===== src/rtl/btn_evt_pkg.sv =====
// Shared types and defaults for the button event scheduler.
// Optional auto-repeat is enabled with BTN_AUTOREPEAT_EN.
package btn_evt_pkg;

    localparam int N_BTN_DEF = 4;
    localparam int IDX_W_DEF = 2;

    typedef enum logic [1:0] {
        RPT_IDLE   = 2'd0,
        RPT_DELAY  = 2'd1,
        RPT_REPEAT = 2'd2
    } rpt_state_e;

endpackage


===== src/rtl/button_event_scheduler_rr_pick.sv =====
// Combinational round-robin picker: first set request strictly after ptr,
// wrapping around, so the previous winner has lowest priority.
module rr_pick
    import btn_evt_pkg::*;
#(
    parameter int N_BTN = N_BTN_DEF,
    parameter int IDX_W = IDX_W_DEF
) (
    input  logic [N_BTN-1:0] req,
    input  logic [IDX_W-1:0] ptr,
    output logic             gnt_valid,
    output logic [IDX_W-1:0] gnt_idx
);

    function automatic logic [IDX_W-1:0] wrap_idx(input logic [IDX_W-1:0] p,
                                                  input int k);
        int s;
        s = int'(p) + k;
        if (s >= N_BTN) s = s - N_BTN;
        return IDX_W'(s);
    endfunction

    always_comb begin
        gnt_valid = 1'b0;
        gnt_idx   = '0;
        for (int k = 1; k <= N_BTN; k++) begin
            if (!gnt_valid && req[wrap_idx(ptr, k)]) begin
                gnt_valid = 1'b1;
                gnt_idx   = wrap_idx(ptr, k);
            end
        end
    end

endmodule


===== src/rtl/button_event_scheduler.sv =====
// Queues one pending event per button and presents them round-robin over valid/ready.
// Define BTN_AUTOREPEAT_EN to synthesise auto-repeat events for a held button.
module button_event_scheduler
    import btn_evt_pkg::*;
#(
    parameter int N_BTN         = N_BTN_DEF,
    parameter int IDX_W         = IDX_W_DEF,
    parameter int REPEAT_DELAY  = 50_000_000,
    parameter int REPEAT_PERIOD = 10_000_000,
    parameter int RPT_CNT_W     = 26
) (
    input  logic             clk,
    input  logic             rst_n,
    input  logic             en,
    input  logic [N_BTN-1:0] press_pulse,
    input  logic [N_BTN-1:0] btn_level,
    output logic             evt_valid,
    input  logic             evt_ready,
    output logic [IDX_W-1:0] evt_idx,
    output logic             evt_repeat,
    output logic [N_BTN-1:0] overrun,
    input  logic             overrun_clr
);

    logic [N_BTN-1:0] pending_q, pending_d;
    logic [N_BTN-1:0] overrun_q, overrun_d;
    logic             evt_valid_q, evt_valid_d;
    logic [IDX_W-1:0] evt_idx_q, evt_idx_d;
    logic             evt_repeat_q, evt_repeat_d;
    logic [IDX_W-1:0] rr_ptr_q, rr_ptr_d;

    logic [N_BTN-1:0] req;
    logic             gnt_valid;
    logic [IDX_W-1:0] gnt_idx;
    logic             slot_free;
    logic             load;
    logic [N_BTN-1:0] load_mask;
    logic [N_BTN-1:0] inject_mask;
    logic [N_BTN-1:0] rpt_flag;

    // Requests are masked while disabled so a flushing cycle never loads.
    assign req       = en ? pending_q : '0;
    assign slot_free = !evt_valid_q || evt_ready;
    assign load      = slot_free && gnt_valid;
    assign load_mask = load ? (N_BTN'(1) << gnt_idx) : '0;

    rr_pick #(
        .N_BTN(N_BTN),
        .IDX_W(IDX_W)
    ) u_pick (
        .req      (req),
        .ptr      (rr_ptr_q),
        .gnt_valid(gnt_valid),
        .gnt_idx  (gnt_idx)
    );

    always_comb begin
        pending_d = (pending_q & ~load_mask) | press_pulse | inject_mask;
        if (!en) pending_d = '0;

        overrun_d = overrun_q;
        if (en) overrun_d = overrun_q | (press_pulse & pending_q & ~load_mask);
        if (overrun_clr) overrun_d = '0;

        evt_valid_d  = evt_valid_q;
        evt_idx_d    = evt_idx_q;
        evt_repeat_d = evt_repeat_q;
        rr_ptr_d     = rr_ptr_q;
        if (load) begin
            evt_valid_d  = 1'b1;
            evt_idx_d    = gnt_idx;
            evt_repeat_d = rpt_flag[gnt_idx];
            rr_ptr_d     = gnt_idx;
        end else if (slot_free) begin
            evt_valid_d = 1'b0;
        end
    end

    always_ff @(posedge clk or negedge rst_n) begin
        if (!rst_n) begin
            pending_q    <= '0;
            overrun_q    <= '0;
            evt_valid_q  <= 1'b0;
            evt_idx_q    <= '0;
            evt_repeat_q <= 1'b0;
            rr_ptr_q     <= IDX_W'(N_BTN - 1);
        end else begin
            pending_q    <= pending_d;
            overrun_q    <= overrun_d;
            evt_valid_q  <= evt_valid_d;
            evt_idx_q    <= evt_idx_d;
            evt_repeat_q <= evt_repeat_d;
            rr_ptr_q     <= rr_ptr_d;
        end
    end

`ifdef BTN_AUTOREPEAT_EN
    rpt_state_e           state_q, state_d;
    logic [IDX_W-1:0]     hold_q, hold_d;
    logic [RPT_CNT_W-1:0] cnt_q, cnt_d;
    logic [RPT_CNT_W-1:0] cnt_lim;
    logic [N_BTN-1:0]     rpt_flag_q, rpt_flag_d;
    logic                 accept;

    // Only genuine presses (re)arm the repeat timer.
    assign accept   = evt_valid_q && evt_ready && !evt_repeat_q;
    assign cnt_lim  = (state_q == RPT_DELAY) ? RPT_CNT_W'(REPEAT_DELAY - 1)
                                             : RPT_CNT_W'(REPEAT_PERIOD - 1);
    assign rpt_flag = rpt_flag_q;

    always_comb begin
        state_d     = state_q;
        hold_d      = hold_q;
        cnt_d       = cnt_q;
        inject_mask = '0;
        if (!en) begin
            state_d = RPT_IDLE;
            cnt_d   = '0;
        end else if (accept) begin
            hold_d  = evt_idx_q;
            cnt_d   = '0;
            state_d = RPT_DELAY;
        end else if (state_q != RPT_IDLE) begin
            if (!btn_level[hold_q]) begin
                state_d = RPT_IDLE;
            end else if (cnt_q == cnt_lim) begin
                inject_mask[hold_q] = 1'b1;
                cnt_d               = '0;
                state_d             = RPT_REPEAT;
            end else begin
                cnt_d = cnt_q + 1'b1;
            end
        end
    end

    // Press outranks repeat: a real press always clears the repeat tag.
    always_comb begin
        rpt_flag_d = (rpt_flag_q & ~load_mask) | inject_mask;
        rpt_flag_d = rpt_flag_d & ~press_pulse;
        if (!en) rpt_flag_d = '0;
    end

    always_ff @(posedge clk or negedge rst_n) begin
        if (!rst_n) begin
            state_q    <= RPT_IDLE;
            hold_q     <= '0;
            cnt_q      <= '0;
            rpt_flag_q <= '0;
        end else begin
            state_q    <= state_d;
            hold_q     <= hold_d;
            cnt_q      <= cnt_d;
            rpt_flag_q <= rpt_flag_d;
        end
    end
`else
    localparam int unused_rpt_cfg = REPEAT_DELAY + REPEAT_PERIOD + RPT_CNT_W;
    logic unused_btn_level;

    assign unused_btn_level = ^btn_level;
    assign inject_mask      = '0;
    assign rpt_flag         = '0;
`endif

    assign evt_valid  = evt_valid_q;
    assign evt_idx    = evt_idx_q;
    assign evt_repeat = evt_repeat_q;
    assign overrun    = overrun_q;

endmodule


===== config.mk =====
export PLATFORM = sky130hd
export DESIGN_NAME = button_event_scheduler
export DESIGN_NICKNAME = d
export VERILOG_FILES = /design/src/rtl/btn_evt_pkg.sv /design/src/rtl/button_event_scheduler_rr_pick.sv /design/src/rtl/button_event_scheduler.sv
export SDC_FILE = /design/constraint.sdc
export NUM_CORES = 1
export LEC_CHECK = 0
export ABC_AREA = 0
export CAP_MARGIN = 5
export CORE_UTILIZATION = 52
export DETAILED_ROUTE_END_ITERATION = 12
export GPL_TIMING_DRIVEN = 0
export PLACE_DENSITY = 0.82
export SLEW_MARGIN = 20
export SYNTH_ARGS = -nofsm -noshare
export SYNTH_HDL_FRONTEND = slang
export SYNTH_SLANG_ARGS = --single-unit

===== constraint.sdc =====
create_clock -name clk -period 3.25 [get_ports clk]
set_input_delay 0.325 -clock clk [delete_from_list [all_inputs] [get_ports clk]]
set_output_delay 0.325 -clock clk [all_outputs]
set_load 0.05 [all_outputs]

# After elaboration in Yosys (flattened, before gate mapping)
# Index checks and enable logic that the tools add are counted.
# W data, S select, Z words.
[classes]
n_addsub = 8
magnitude_cmp = 9
shift = 1
muxes = 29
bitwise_logic = 6
n_reduce_logical = 11
[ops]
columns = ["op", "n"]
rows = [
  ["$mux W4", 5],
  ["$mux W2", 8],
  ["$lt A2 B3 Y1 const B", 5],
  ["$and A4 B4 Y4", 3],
  ["$mux W1", 11],
  ["$bmux W1 S2", 5],
  ["$ge A3 B3 Y1 const B", 3],
  ["$or A4 B4 Y4", 2],
  ["$sub A2 B1 Y2 const B", 4],
  ["$add A2 B2 Y3 const B", 2],
  ["$add A2 B3 Y4 const B", 1],
  ["$ge A4 B3 Y1 const B", 1],
  ["$logic_and A1 B1 Y1", 4],
  ["$logic_not A1 Y1", 4],
  ["$not A4 Y4", 1],
  ["$reduce_bool A2 Y1", 2],
  ["$shl A1 B2 Y4 const A", 1],
  ["$add A2 B1 Y3 const B", 1],
  ["$logic_or A1 B1 Y1", 1],
]
[totals]
ff_bits = 14
input_bits = 13
out_inout_bits = 8
word_cells = 70

# Logic depth before layout (Yosys ltp)
# Gate-level depths: netlist of the first run.
[depth]
word_depth = 22
mapped_depth = 5

# Modules after synthesis
# Synthesis of the first run repeated with hierarchy kept, for this count alone.
[unflattened]
cells_unflattened = 74
area_unflattened_um2 = 711.9
[modules_own_cells]
columns = ["mod", "n_inst", "cells_per_inst", "area_each_um2", "seq_area_each_um2"]
rows = [
  ["button_event_scheduler", 1, 60, 620.6, 327.8],
  ["rr_pick", 1, 14, 91.3, 0.0],
]

# Worst setup path before layout of the first run
# OpenSTA, ideal clock, no wires.
[synth_timing]
path_kind = "flip-flop to flip-flop"
start = "register rr_ptr_q[1]"
end = "register overrun_q[0] (netlist: overrun[0])"
setup_time_ns = 0.118
arrival_ns = 1.717
required_ns = 3.132
setup_slack_ns = 1.415
path_stages_with_launch = 5
period_less_slack_ns = 1.835
path_cell_list = "dfstp_2 mux2_2 or4b_4 o22a_1 a21o_1"
[synth_between]
elab_chain_cells = 22
word_cells_on_any_way = 46
[synth_lines]
columns = ["item", "line", "rtl"]
rows = [
  ["start, declared", "button_event_scheduler.sv:30", "logic [IDX_W-1:0] rr_ptr_q, rr_ptr_d;"],
  ["start signal, assigned", "button_event_scheduler.sv:86", "rr_ptr_q <= IDX_W'(N_BTN - 1);"],
  ["start signal, assigned", "button_event_scheduler.sv:93", "rr_ptr_q <= rr_ptr_d;"],
  ["$add A2 B1 Y3", "button_event_scheduler_rr_pick.sv:18", "s = int'(p) + k;"],
  ["$ge A3 B3 Y1 / $sub A2 B1 Y2 (equally long branches)", "button_event_scheduler_rr_pick.sv:19", "if (s >= N_BTN) s = s - N_BTN;"],
  ["$mux W2", "button_event_scheduler_rr_pick.sv:19", ""],
  ["$bmux W1 S2", "button_event_scheduler_rr_pick.sv:27", "if (!gnt_valid && req[wrap_idx(ptr, k)]) begin"],
  ["$mux W1 (not written as such)", "button_event_scheduler_rr_pick.sv:27", ""],
  ["$mux W1", "button_event_scheduler_rr_pick.sv:27", ""],
  ["$logic_not A1 Y1", "button_event_scheduler_rr_pick.sv:27", ""],
  ["$logic_and A1 B1 Y1", "button_event_scheduler_rr_pick.sv:27", ""],
  ["(+6 left out)", "-", ""],
  ["$mux W2 / $mux W1 (equally long branches)", "button_event_scheduler_rr_pick.sv:27", ""],
  ["$shl A1 B2 Y4 / $logic_and A1 B1 Y1 (equally long branches)", "button_event_scheduler.sv:45, button_event_scheduler.sv:44", ""],
  ["$mux W4 *", "button_event_scheduler.sv:45", "assign load_mask = load ? (N_BTN'(1) << gnt_idx) : '0;"],
  ["$not A4 Y4 *", "button_event_scheduler.sv:62", "if (en) overrun_d = overrun_q | (press_pulse & pending_q & ~load_mask);"],
  ["$and A4 B4 Y4 *", "button_event_scheduler.sv:62", ""],
  ["$or A4 B4 Y4 *", "button_event_scheduler.sv:62", ""],
  ["$mux W4 *", "button_event_scheduler.sv:62", ""],
  ["$mux W4 *", "button_event_scheduler.sv:63", "if (overrun_clr) overrun_d = '0;"],
  ["end signal, assigned", "button_event_scheduler.sv:89", "overrun_q <= overrun_d;"],
  ["end, declared", "button_event_scheduler.sv:26", "logic [N_BTN-1:0] overrun_q, overrun_d;"],
]
# Every way passes the cells marked *; elsewhere a longest branch is shown, timed or not. The select of a mux whose other input is x is not followed.
# A chain may end at the register's enable or synchronous reset.

# Final worst setup path of the first run
[layout_timing]
start = "input port en"
end = "register pending_q[2]"
[layout_between]
elab_chain_cells = 19
word_cells_on_any_way = 30
[layout_lines]
columns = ["item", "line", "rtl"]
rows = [
  ["start, declared", "button_event_scheduler.sv:14", "input logic en,"],
  ["$mux W4", "button_event_scheduler.sv:42", "assign req = en ? pending_q : '0;"],
  ["$bmux W1 S2", "button_event_scheduler_rr_pick.sv:27", ""],
  ["$mux W1 (not written as such)", "button_event_scheduler_rr_pick.sv:27", ""],
  ["$mux W1", "button_event_scheduler_rr_pick.sv:27", ""],
  ["$logic_not A1 Y1", "button_event_scheduler_rr_pick.sv:27", ""],
  ["$logic_and A1 B1 Y1", "button_event_scheduler_rr_pick.sv:27", ""],
  ["$mux W1", "button_event_scheduler_rr_pick.sv:27", ""],
  ["$logic_not A1 Y1", "button_event_scheduler_rr_pick.sv:27", ""],
  ["(+4 left out)", "-", ""],
  ["$mux W2 / $mux W1 (equally long branches)", "button_event_scheduler_rr_pick.sv:27", ""],
  ["$shl A1 B2 Y4 / $logic_and A1 B1 Y1 (equally long branches)", "button_event_scheduler.sv:45, button_event_scheduler.sv:44", ""],
  ["$mux W4", "button_event_scheduler.sv:45", ""],
  ["$not A4 Y4", "button_event_scheduler.sv:58", "pending_d = (pending_q & ~load_mask) | press_pulse | inject_mask;"],
  ["$and A4 B4 Y4", "button_event_scheduler.sv:58", ""],
  ["$or A4 B4 Y4", "button_event_scheduler.sv:58", ""],
  ["$mux W4 *", "button_event_scheduler.sv:59", "if (!en) pending_d = '0;"],
  ["net pending_d[2]", "button_event_scheduler.sv:25", "logic [N_BTN-1:0] pending_q, pending_d;"],
  ["end signal, assigned", "button_event_scheduler.sv:88", "pending_q <= pending_d;"],
  ["end, declared", "button_event_scheduler.sv:25", ""],
]
# Mark *: on every way through the listed nets, which the timed path passes. The rest lies on a longest branch. The select of a mux whose other input is x is not followed.

==> results.ini, run 1 <==
[outcome]
status = complete, no violations

[global_route]
gr-total-overflow = 0
grt_pass1_vias = 723
grt_util_all_layers_pct = 24.85
grt_max_degree = 14
grt_pass1_wl_um = 3477
grt_antenna_before_repair = 0

[power]
p_leak_nw = 0.4732
peakVddDrop_mv = 0.5476
powerDensity_mw_per_mm2 = 715.1

[clock_network]
cts_resized = 0
htree_levels = 1
cts_tree = built
clk_path_buf_depth = 2
cts_setup_buffers = 0
cts_hold_buf = 0
clkLatencyLatePin_ns = 0.28
clk_pin_slew_ns = 0.08
cts_buffers = 3
root_buffer = clkbuf_4
cts.sinks = 13

[worst_setup_path]
critical_path.top_delay_family = simple AND/OR/NAND/NOR gates
worst-r2r-setup-slack_ns = 1.30
crit_arrival_ns = 2.18
worstSetupPathDepth = 5
reg2reg_depth = 4
r2r_start = rr_ptr_q[1]
crit_type = input pin to flop
startpoint = en
worstReg2RegEnd = pending_q[2]
required_ns = 3.40
cp_max_fo = 7
max_stage_delay_ns = 0.62
slowest_stage = clkdlybuf4s50_1
crit_path_end = pending_q[2]
cp_cell_sequence = clkdlybuf4s50_1, or2b_1, or4b_4, o22ai_1, a31oi_1
start_kind = input pin
end_kind = flop
critical_path_buf_inv_count = 1

[sta]
setup_tns_ns = 0
rsz0062_at_grt = false
worst_slew_pin_slew_ns = 0.8027
fin_crit_ns = 2.024
fmax_ghz = 0.4940
fin_skew_ns = 0.005167
hold_viol = 0
setup_violations = 0
maxSlewViolCount = 0
relSlewSlack_pct = 46.12
holdWs_ns = 0.4114
worst_slack_ns = 1.226
fin_crit_sh_pct = 62.28

[routing]
num_vias = 798
avgRoutedWirePerCell_um = 16.07
ant_nets = 0
drt-initial-drc-count = 34
first_pass_iters = 4
avgViaCountPerCell = 6.283
drc_errors = 0
routed_wl_um = 2041

[cells_and_area]
drive_gt1_share_pct = 15.32
areaGrowthSynthToFinish_pct = 21.69
num-fill-cells = 124
fin_area_mm2 = 0.001102
layout.nets = 125
final_util_pct = 70.71
antenna-diode-count = 0

[die]
die_w_um = 43.74
io-pin-count = 21
num_rows = 14
die_h_um = 43.74
core_area_mm2 = 0.001559
initial_core_util_pct = 58.11
dieArea_mm2 = 0.001913

[synthesis]
synth.largest_area_cell = dfrtp_1
synth_area_per_cell_um2 = 9.846
yosys.cell_count.top_type = dfrtp_1
synth_ff_type = dfrtp_1
synthArstFlopShare_pct = 100.0
synth_seq_area_share_pct = 36.19
synth_fp_nets = 105
netlist_top_cells_count = 11 x dfrtp_1, 6 x nor2_1, 5 x inv_1, 5 x nand2_1
synth_cell_types = 44
syn_inst = 92
yosysWarnings = 0
yosys-top-cells-area = dfrtp_1 30%, dfstp_2 5.8%, mux2_1 5.0%
synth_top_area_share_pct = 30.39
synth_seq_cells = 13
synth_edf_count = 0
synthesis.area_um2 = 905.9

[hold_path]
hp-class = input pin to async pin

[placement]
port_buffers = 15
place_area_mm2 = 0.001076
dp_hpwl_um = 1491
gp_congestion = 0.7757
dpl_worst_slack_ns = 0.9852

[flow_run]
drv_cap = 0

## sequential cells by signal, summed over array words and instances (netlist names)
signal / cells
evt_valid: 1
evt_idx: 2
rr_ptr_q: 2
overrun: 4
pending_q: 4
## metal layers
layer,vias to the layer above,global-route usage [%],routed length [µm]
met3,4,4.167,112
met1,379,38.07,948
li1,385,-,-
met5,-,0,0
met2,30,34.93,952
met4,0,9.375,28
## where the power goes
group | internal, mW | total (mW) | switching, mW
Clock | 0.0477 | 0.100 | 0.0525
Sequential | 0.210 | 0.232 | 0.0218
Combinational | 0.190 | 0.456 | 0.267
## cell type report
type	count	area (µm²)	area share [%]
buffer	7	53.80	4.881
multi-input combinational	67	505.5	45.86
tap	16	20.02	1.816
inverter	5	18.77	1.703
clock buffer	4	26.28	2.384
timing repair buffer	15	150.1	13.62
sequential	13	327.8	29.74
## kinds of logic (layout without fill, tap and decap cells)
| logic type | count (synthesis) | in the layout | share of synthesized area [%] |
|---|---|---|---|
| buf+inv | 12 | 31 | 8.011 |
| mux | 9 | 9 | 10.77 |
| compound gates | 32 | 32 | 28.45 |
| flops | 13 | 13 | 36.19 |
| other cells | 1 | 1 | 0.4140 |
| simple gates | 25 | 25 | 16.16 |
## per-stage QoR
| step | std cells | total power [mW] |
|---|---|---|
| CTS | 127 | 0.7893 |
| finish | 127 | 0.7882 |
| detailed placement | 123 | 0.6888 |
| global placement | 123 | 0.6757 |
| floorplan | 92 | 0.5763 |
| global route | 127 | 0.8353 |
## cells in the final DEF (no fill, tap or decap), drive strengths merged, types with 2 or more instances in the layout
cell type | synthesis | layout
o21a | 2 | 2
nand2 | 5 | 5
inv | 5 | 5
dfstp | 2 | 2
o21ai | 5 | 5
or2b | 2 | 2
nand4 | 2 | 2
nor2 | 6 | 6
clkdlybuf4s50 | 0 | 15
mux2i | 3 | 3
a31oi | 3 | 3
nand2b | 2 | 2
clkbuf | 2 | 6
a21o | 2 | 2
dfrtp | 11 | 11
buf | 5 | 5
o22ai | 3 | 3
and3 | 2 | 2
a21oi | 3 | 3
mux2 | 6 | 6
o221ai | 2 | 2
## worst reg2reg max path: cells and delay by family (launching register included)
family / cells / cell delay [ns]
simple gates: 1 / 0.48
compound gates: 2 / 0.46
flops: 1 / 0.55
mux: 1 / 0.34
## worst min-delay path by stage
stage | from | to | cells past startpoint
floorplan | rst_n | evt_idx[0] | 0
global placement | evt_idx[1] | evt_idx[1] | 1
detailed placement | evt_idx[1] | evt_idx[1] | 1
CTS | rst_n | overrun[2] | 1
global route | rst_n | pending_q[0] | 1
finish | rst_n | pending_q[0] | 1
Note: power is estimated with default switching activity, not from simulation.
==> inputs of run 2 (changes only) <==
--- a/config.mk
+++ b/config.mk
@@ -7,10 +7,10 @@
 export LEC_CHECK = 0
 export ABC_AREA = 0
 export CAP_MARGIN = 5
-export CORE_UTILIZATION = 52
+export CORE_UTILIZATION = 48
 export DETAILED_ROUTE_END_ITERATION = 12
 export GPL_TIMING_DRIVEN = 0
-export PLACE_DENSITY = 0.82
+export PLACE_DENSITY = 0.76
 export SLEW_MARGIN = 20
 export SYNTH_ARGS = -nofsm -noshare
 export SYNTH_HDL_FRONTEND = slang
==> constraint.sdc (replaced) <==
create_clock -name clk -period 1.9 [get_ports clk]
set_input_delay 0.19 -clock clk [delete_from_list [all_inputs] [get_ports clk]]
set_output_delay 0.19 -clock clk [all_outputs]
set_load 0.05 [all_outputs]
==> run 2 against run 1 <==
  * Global-route usage decreased by 3.1 points
  * Via count decreased by 2.6%
  * Combinational power increased by 87%
  * Cell count increased by 7.1%
  * Utilization decreased by 4.8 points
  * Sequential share of layout area decreased by 1.2 points
  * Sequential power increased by 71%
  * Count of clock-buffer cells in the layout unchanged
  * Wire length decreased by 2.3%
  * First-iteration DRC count decreased by 2.9%
  * Critical path type is now flop to flop
  * Critical endpoint is now overrun[0]
  * Largest cell class unchanged
==> results.ini, run 2 (synthesis gave the netlist of run 1 again) <==
[worst_setup_path]
slowest_stage = dfstp_2
max_stage_delay_ns = 0.55
start_kind = flop
crit_arrival_ns = 2.05
critical_path_buf_inv_count = 0
critical_path.top_delay_family = flip-flops
required_ns = 2.07
crit_type = flop to flop
cp_cell_sequence = mux2_4, or4b_4, o22a_1, a21o_1
end_kind = flop
cp_max_fo = 3

[placement]
gp_congestion = 0.7809
dpl_worst_slack_ns = -0.2238
dp_hpwl_um = 1424
port_buffers = 15

[global_route]
grt_pass1_vias = 694
grt_util_all_layers_pct = 21.70
grt_pass1_wl_um = 3125
gr-total-overflow = 0
grt_max_degree = 14
grt_antenna_before_repair = 0

[clock_network]
clkLatencyLatePin_ns = 0.27
clk_pin_slew_ns = 0.08
clk_path_buf_depth = 2
cts_buffers = 3
htree_levels = 1
cts.sinks = 13
cts_tree = built
root_buffer = clkbuf_4

[sta]
hold_viol = 0
fin_crit_sh_pct = 99.00
fmax_ghz = 0.5316
setup_violations = 0
worst_slack_ns = 0.01903
fin_skew_ns = 0.003055
maxSlewViolCount = 0
rsz0062_at_grt = true
worst_slew_pin_slew_ns = 0.5854
fin_crit_ns = 1.881
relSlewSlack_pct = 60.85
holdWs_ns = 0.2842

[die]
die_h_um = 45.44
io-pin-count = 21
initial_core_util_pct = 51.90
num_rows = 15
core_area_mm2 = 0.001745
dieArea_mm2 = 0.002065
die_w_um = 45.44

[cells_and_area]
final_cell_mix = 15 x clkdlybuf4s50_1, 11 x dfrtp_1, 6 x nor2_1
drive_gt1_share_pct = 18.92
num-fill-cells = 156
layout.nets = 125
multi_input_area_um2 = 541.8
final_util_pct = 65.88
seq_area_um2 = 327.8
final_common_cell = clkdlybuf4s50_1
antenna-diode-count = 0
areaGrowthSynthToFinish_pct = 26.93

[hold_path]
hp-class = input pin to async pin

[routing]
first_pass_iters = 4
avgViaCountPerCell = 5.713
routed_wl_um = 1994
ant_nets = 0
num_vias = 777
drc_errors = 0
drt-initial-drc-count = 33
avgRoutedWirePerCell_um = 14.66

[power]
p_leak_nw = 0.4772
peakVddDrop_mv = 0.9123
powerDensity_mw_per_mm2 = 1230

[outcome]
status = complete, no violations

[flow_run]
drv_cap = 0

[run 2: cell counts in the layout (fill, tap and decap cells not counted)]
No cell type changed its count.
[run 2: area by class of cell]
cell class | count | area share [%]
multi-input cells | 67 | 47.12
plain buffers | 7 | 4.679
well taps | 25 | 2.720
clock buffers | 4 | 2.285
flip-flops and latches | 13 | 28.51
inverters | 5 | 1.632
repair buffers | 15 | 13.06
[run 2: metal layers]
layer	GRT usage, %	up-vias	part of all wire [%]
li1	-	387	-
met1	29.80	372	47
met2	34.29	16	50
met3	3.571	2	3.2
met4	7.879	0	0.45
met5	0	-	0
[run 2: final timing paths]
check                       startpoint      endpoint  slack (ns)  depth (start not counted)
min reg2reg                 evt_idx[1]    evt_idx[1]        0.49                          1
min in group clk            evt_idx[1]    evt_idx[1]        0.49                          1
max in group asynchronous        rst_n     evt_valid        1.23                          1
min                              rst_n  pending_q[1]        0.28                          1
max reg2reg                rr_ptr_q[1]    overrun[0]        0.02                          4
max                        rr_ptr_q[1]    overrun[0]        0.02                          4
[run 2: through the flow]
stage | total power, mW | std cells | cell area (µm²) | setup TNS [ns]
final | 1.414 | 136 | 1150 | 0
after CTS | 1.375 | 136 | 1134 | 0
after detailed placement | 1.176 | 132 | 1087 | -1.193
after global placement | 1.161 | 132 | 1087 | -1.413
after global routing | 1.494 | 136 | 1150 | -0.02698
after floorplan | 0.9858 | 92 | 905.9 | 0
[run 2: where the power goes]
group          switching [mW]  internal (mW)  total, mW
registers              0.0370          0.359      0.396
logic                   0.490          0.362      0.852
clock network          0.0851         0.0813      0.166
total                   0.612          0.802       1.41
[run 2: timing repair]
item                                    4_1_cts  5_1_grt
setup buffers                                 0        0
hold buffers                                  0        0
pin swaps                                     1        1
endpoints found under the setup margin        5        4
gates resized for setup                       4        3
